`src/rtl/home_sensor_conditioner.sv`:
```
// home_sensor_conditioner: motion sync/debounce/hold-off and daylight hysteresis with sample confirmation
module home_sensor_conditioner #(
  parameter int          SYNC_STAGES     = 2,
  parameter int          DEBOUNCE_CYCLES = 16,
  parameter int          HOLD_CYCLES     = 1000,
  parameter logic [7:0]  DAY_ON_THRESH   = 8'd160,
  parameter logic [7:0]  DAY_OFF_THRESH  = 8'd96,
  parameter int          DAY_CONFIRM     = 4
) (
  input  logic       clk,
  input  logic       reset_n,
  input  logic       motion_raw,
  input  logic [7:0] light_level,
  input  logic       sample_valid,
  output logic       motion,
  output logic       motion_pulse,
  output logic       daylight
);
  localparam int DW = $clog2(DEBOUNCE_CYCLES + 1);
  localparam int HW = (HOLD_CYCLES > 1) ? $clog2(HOLD_CYCLES) : 1;
  localparam int CW = $clog2(DAY_CONFIRM + 1);
  localparam logic [DW-1:0] DB_LAST   = DW'(DEBOUNCE_CYCLES - 1);
  localparam logic [HW-1:0] HOLD_LOAD = HW'(HOLD_CYCLES - 1);
  localparam logic [CW-1:0] CONF_LAST = CW'(DAY_CONFIRM - 1);
  localparam logic [1:0] IDLE   = 2'd0;
  localparam logic [1:0] ACTIVE = 2'd1;
  localparam logic [1:0] HOLD   = 2'd2;

  logic [SYNC_STAGES-1:0] sync_q, sync_d;
  logic [DW-1:0]          db_cnt_q, db_cnt_d;
  logic                   filt_q, filt_d;
  logic [1:0]             state_q, state_d;
  logic [HW-1:0]          hold_q, hold_d;
  logic                   motion_q, motion_d;
  logic                   pulse_q, pulse_d;
  logic [CW-1:0]          conf_q, conf_d;
  logic                   day_q, day_d;
  logic                   m_sync, qual, hit;

  assign m_sync = sync_q[SYNC_STAGES-1];

  always_comb begin
    sync_d   = {sync_q[SYNC_STAGES-2:0], motion_raw};
    db_cnt_d = (m_sync == filt_q || db_cnt_q == DB_LAST) ? '0 : db_cnt_q + 1'b1;
    filt_d   = (m_sync != filt_q && db_cnt_q == DB_LAST) ? m_sync : filt_q;
  end

  // A rise of filt while holding retriggers straight back to ACTIVE without a pulse
  always_comb begin
    state_d = state_q;
    hold_d  = hold_q;
    pulse_d = 1'b0;
    case (state_q)
      IDLE: if (filt_q) begin
        state_d = ACTIVE;
        pulse_d = 1'b1;
      end
      ACTIVE: if (!filt_q) begin
        state_d = HOLD;
        hold_d  = HOLD_LOAD;
      end
      HOLD: if (filt_q) state_d = ACTIVE;
        else if (hold_q == '0) state_d = IDLE;
        else hold_d = hold_q - 1'b1;
      default: state_d = IDLE;
    endcase
    motion_d = (state_d != IDLE);
  end

  always_comb begin
    qual   = day_q ? (light_level <= DAY_OFF_THRESH) : (light_level >= DAY_ON_THRESH);
    hit    = sample_valid && qual && conf_q == CONF_LAST;
    conf_d = !sample_valid ? conf_q : (!qual || hit) ? '0 : conf_q + 1'b1;
    day_d  = hit ? !day_q : day_q;
  end

  always_ff @(posedge clk or negedge reset_n) begin
    if (!reset_n) begin
      sync_q   <= '0;
      db_cnt_q <= '0;
      filt_q   <= 1'b0;
      state_q  <= IDLE;
      hold_q   <= '0;
      motion_q <= 1'b0;
      pulse_q  <= 1'b0;
      conf_q   <= '0;
      day_q    <= 1'b0;
    end else begin
      sync_q   <= sync_d;
      db_cnt_q <= db_cnt_d;
      filt_q   <= filt_d;
      state_q  <= state_d;
      hold_q   <= hold_d;
      motion_q <= motion_d;
      pulse_q  <= pulse_d;
      conf_q   <= conf_d;
      day_q    <= day_d;
    end
  end

  assign motion       = motion_q;
  assign motion_pulse = pulse_q;
  assign daylight     = day_q;
endmodule
```
`config.mk`:
```
export PLATFORM = sky130hd
export DESIGN_NAME = home_sensor_conditioner
export DESIGN_NICKNAME = d
export VERILOG_FILES = /design/src/rtl/home_sensor_conditioner.sv
export SDC_FILE = /design/constraint.sdc
export NUM_CORES = 1
export LEC_CHECK = 0
export CELL_PAD_IN_SITES_DETAIL_PLACEMENT = 0
export CELL_PAD_IN_SITES_GLOBAL_PLACEMENT = 2
export CORE_MARGIN = 1
export CORE_UTILIZATION = 37
export DETAILED_ROUTE_END_ITERATION = 8
export PLACE_DENSITY_LB_ADDON = 0.1
export SYNTH_ARGS = -nofsm -noshare
export SYNTH_HDL_FRONTEND = slang
export SYNTH_SLANG_ARGS = --single-unit
```
`constraint.sdc`:
```
create_clock -name clk -period 4.5 [get_ports clk]
set_input_delay 1.35 -clock clk [delete_from_list [all_inputs] [get_ports clk]]
set_output_delay 1.35 -clock clk [all_outputs]
set_load 0.01 [all_outputs]
```
======== Yosys cells after proc, flatten, opt, wreduce, memory -nomap -nowiden ========
Index checks and enable logic that the tools add are counted.
word-level totals
  register bits after elaboration ......... 26
  input bits .............................. 12
  output and inout bits ................... 3
  word-level logic and storage cells ...... 49
cells by class
  add/subtract/negate cells ............... 3
  order comparisons ....................... 2
  equality and inequality tests ........... 9
  multiplexer cells ....................... 14
  reductions and logical operators ........ 12
operator list
  kind                   number
  $mux 10                3
  $pmux 10 s2            1
  $logic_not 10->1       1
  $sub 10x1->10 const B  1
  $ge 8x8->1 const B     1
  $le 8x7->1 const B     1
  $mux 2                 4
  $ne 2x2->1 const B     3
  $pmux 2 s3             1
  $add 5x1->5 const B    1
  $eq 5x4->1 const B     1
  $mux 5                 1
  $reduce_and 4->1       1
  $reduce_bool 2->1      2
  $add 3x1->3 const B    1
  $eq 3x2->1 const B     1
  $logic_and 1x1->1      3
  $mux 1                 3
  $mux 3                 1
  $eq 2x1->1 const B     1
  $eq 2x2->1 const B     1
  $logic_not 1->1        2
  $logic_not 2->1        1
  $logic_or 1x1->1       2
  2 further kinds        2

======== Depth between registers and ports, before layout ========
  word-level depth ........................ 6
  mapped depth ............................ 7
  mapped depth without buffers ............ 6

======== Least setup slack after synthesis ========
Ideal clock, no wire load.
  path type ............................... in2reg
  start point ............................. input port light_level[0]
  end point ............................... register conf_q[1]
  setup time .............................. 82 ps
  arrival ................................. 2,279 ps
  data required time ...................... 4,418 ps
  slack ................................... 2,139 ps
  stages .................................. 4
  path buffers ............................ 0
  cell sequence ........................... or4_1 -> o21ai_0 -> o21ai_1 -> o22ai_1
on the way
  cells in the longest elaborated chain, start to end .. 6
  elaborated cells on any way between the ends .. 8
  classes of those cells .................. 2 x order compare; 2 x mux; 4 x reduce/logical
ends and longest elaborated chain
  element                                   line  RTL
  start: declaration                        13    input logic [7:0] light_level,
  $ge 8x8->1 or $le 8x7->1 (tied branches)  71    qual = day_q ? (light_level <= DAY_OFF_THRESH) : (light_level >= DAY_ON_THRESH);
  $mux 1 (*)                                71
  $logic_and 1x1->1 (2 in a row)            72    hit = sample_valid && qual && conf_q == CONF_LAST;
  $logic_or 1x1->1 (*)                      73    conf_d = !sample_valid ? conf_q : (!qual || hit) ? '0 : conf_q + 1'b1;
  $mux 3 (*)                                73
  end signal: assignment                    96    conf_q <= conf_d;
  end: declaration                          36    logic [CW-1:0] conf_q, conf_d;
Every way passes the cells marked *; elsewhere a longest branch is shown, timed or not.
A chain may end at the register's enable or synchronous reset.

======== Worst setup path in the final report ========
  start point ............................. register day_q (netlist: daylight)
  end point ............................... output port daylight
RTL lines
  element                   line  RTL
  start: declaration        37    logic day_q, day_d;
  start signal: assignment  97    day_q <= day_d;
  end: declaration          17    output logic daylight
No word-level cell between the ends.

==> results.cfg <==
[run_status]
status = finished clean

[yosys]
syn_area_um2 = 1360
synth_edf_count = 0
syn_avg_cell_area_um2 = 9.65
synth_most_common_cell = dfrtp_1
ys_ff_latch = 26
netlist_instances = 141
yosys_warnings = 0
synth_nets = 158
synthArstFlopShare = 1.00
synth_area_leaders = dfrtp_1, nor2_1, ha_1, and4_1, inv_1
synth_common_cells = dfrtp_1, nor2_1, inv_1
synth_flop_cell = dfrtp_1
ys_types = 43
ys_seq_area_frac = 0.478
synth_top_area_frac = 0.478
yosys.area.top_type = dfrtp_1

[pwr]
p_leak_nw = 0.706
max-vdd-ir-drop_v = 0.000193
p_per_area_nw_per_um2 = 427

[sta]
final.setup_skew_ns = 0.00552
tightestPinTransition_ns = 0.566
setup_viol = 0
maxSlewHeadroom = 0.619
fmaxAchievable_mhz = 369
fin_ws_ns = 1.79
hold_viol_final = 0
fin_hold_ws_ns = 0.367
finalCriticalPeriod_ns = 2.71
post-route-period-util = 0.603
tns_ns = 0
slew_viol_final = 0
grt_setup_unrepaired = false

[placement]
routabilityCongestion = 0.729
portBuffers = 14
dp.cells = 196
hpwl_um = 1960
dpl_worst_slack_ns = 1.62

[clock_network]
cts_buffers = 3
root_buffer = clkbuf_4
cts_buffer_depth = 2
cts_hold_buf = 0
worstSkewPairLatency_ns = 0.32
cts_max_level = 1
cts_tree = yes
clk_pin_slew_worst_paths_ns = 0.15
cts.sinks = 26
cts_resized = 0
post-cts-setup-buffers = 0

[worst_setup_path]
max_stage_delay_ns = 0.57
worstPathRequired_ns = 3.15
cp.arrival_ns = 1.36
endpoint_kind = output port
crit_chain = clkdlybuf4s50_1
start_kind = register
crit_buf_inv = 1
path_delay_family = buffers and inverters
path_max_fanout = 6
cp_slowest_cell = clkdlybuf4s50_1
path_class = reg2out

[die]
die_w_um = 62.6
ios = 15
core_area_um2 = 3420
design.die.area_um2 = 3920
start_util = 0.398
die_h_um = 62.6
rows = 21

[final_layout]
post-route-util = 0.463
syn_to_final_growth_pct = 16.3
drive_above_1_share = 0.0455
stdcell_count = 200
finalNetCount = 172
n_antenna_cell = 0

[global_route]
grtUsageTotal = 0.146
grt_antenna_before_repair = 0
grt_pass1_vias = 1048
overflow = 0
grt_pass1_wl_um = 4600
grt_max_degree = 27

[drt]
vias = 1080
drt-initial-drc-count = 38
postRouteAntennaNets = 0
vias_per_cell = 5.40
drc = 0
drt_first_pass_iters = 4
wl_um = 2580
routedWlPerCell_um = 12.9

[flow_run]
maxCapViolCount = 0

[hold_path]
hp-class = reg2reg
[where the power goes]
part	internal [mW]	switching [mW]	leakage, nW	total [mW]
logic	0.0921	0.121	0.326	0.213
registers	0.265	0.0368	0.352	0.301
clock network	0.0900	0.0704	0.0279	0.160
[cell type report]
type | instances | area (µm²)
sequential | 26 | 651
inverter | 9 | 33.8
timing repair buffer | 15 | 148
tap | 46 | 57.6
multi-input combinational | 100 | 639
fill | 335 | 1830
clock inverter | 1 | 30.0
clock buffer | 3 | 22.5
[final timing paths]
check / slack, ns / end / start / cells after the start
max in group asynchronous: 2.87 / db_cnt_q[4]$_DFF_PN0_ / reset_n / 2
worst max-delay path: 1.79 / daylight / daylight$_DFFE_PN0P_ / 1
min in group asynchronous: 1.38 / conf_q[2]$_DFFE_PN0P_ / reset_n / 2
worst min-delay path: 0.37 / sync_q[1]$_DFF_PN0_ / sync_q[0]$_DFF_PN0_ / 0
worst min register to register: 0.37 / sync_q[1]$_DFF_PN0_ / sync_q[0]$_DFF_PN0_ / 0
worst max register to register: 2.62 / motion$_DFF_PN0_ / hold_q[6]$_DFFE_PN0P_ / 4
[through the flow]
step	instance area (µm²)	power [mW]
floorplan	1360	0.458
global placement	1530	0.516
detailed placement	1530	0.521
CTS	1580	0.686
global route	1580	0.735
finish	1580	0.675
[cells in the final DEF (no fill, tap or decap), drive strengths merged, types with 2 or more instances in the layout]
master	netlist	routed
or4	4	4
o22a	2	2
ha	5	5
o22ai	4	4
clkbuf	2	3
nor2	19	19
or3	3	3
clkdlybuf4s50	0	14
nand2	4	4
nand2b	4	4
and4	4	4
or2	3	3
a31oi	4	4
xnor2	3	3
o31ai	3	3
xor2	2	2
inv	9	9
a21oi	2	2
nor3	6	6
o21ai	5	5
nand4	2	2
nor4	2	2
nand3	5	5
dfrtp	26	26
[flip-flops by register name, summed over array words and instances (netlist names)]
signal	count
conf_q	3
daylight	1
db_cnt_q	5
filt_q	1
hold_q	10
motion	1
motion_pulse	1
state_q	2
sync_q	2
[cell families (layout without fill, tap and decap cells)]
| kind of cell | count (synthesis) | in the layout | share of synthesized area |
|---|---|---|---|
| mux | 2 | 2 | 0.0156 |
| flops | 26 | 26 | 0.478 |
| xor+xnor | 5 | 5 | 0.0322 |
| simple gates | 62 | 62 | 0.247 |
| fa+ha+maj | 5 | 5 | 0.0460 |
| buf+inv | 15 | 28 | 0.0515 |
| compound gates | 26 | 26 | 0.129 |
[per-layer routing]
layer	GRT usage	part of all wire	up-vias	wire [µm]
met5	0	0	-	0
met3	0.0328	0.023	6	58
met2	0.257	0.51	14	1310
li1	-	-	536	-
met4	0.0436	0.020	0	51
met1	0.177	0.45	524	1160
No activity file was read; power rests on OpenSTA's default activity.
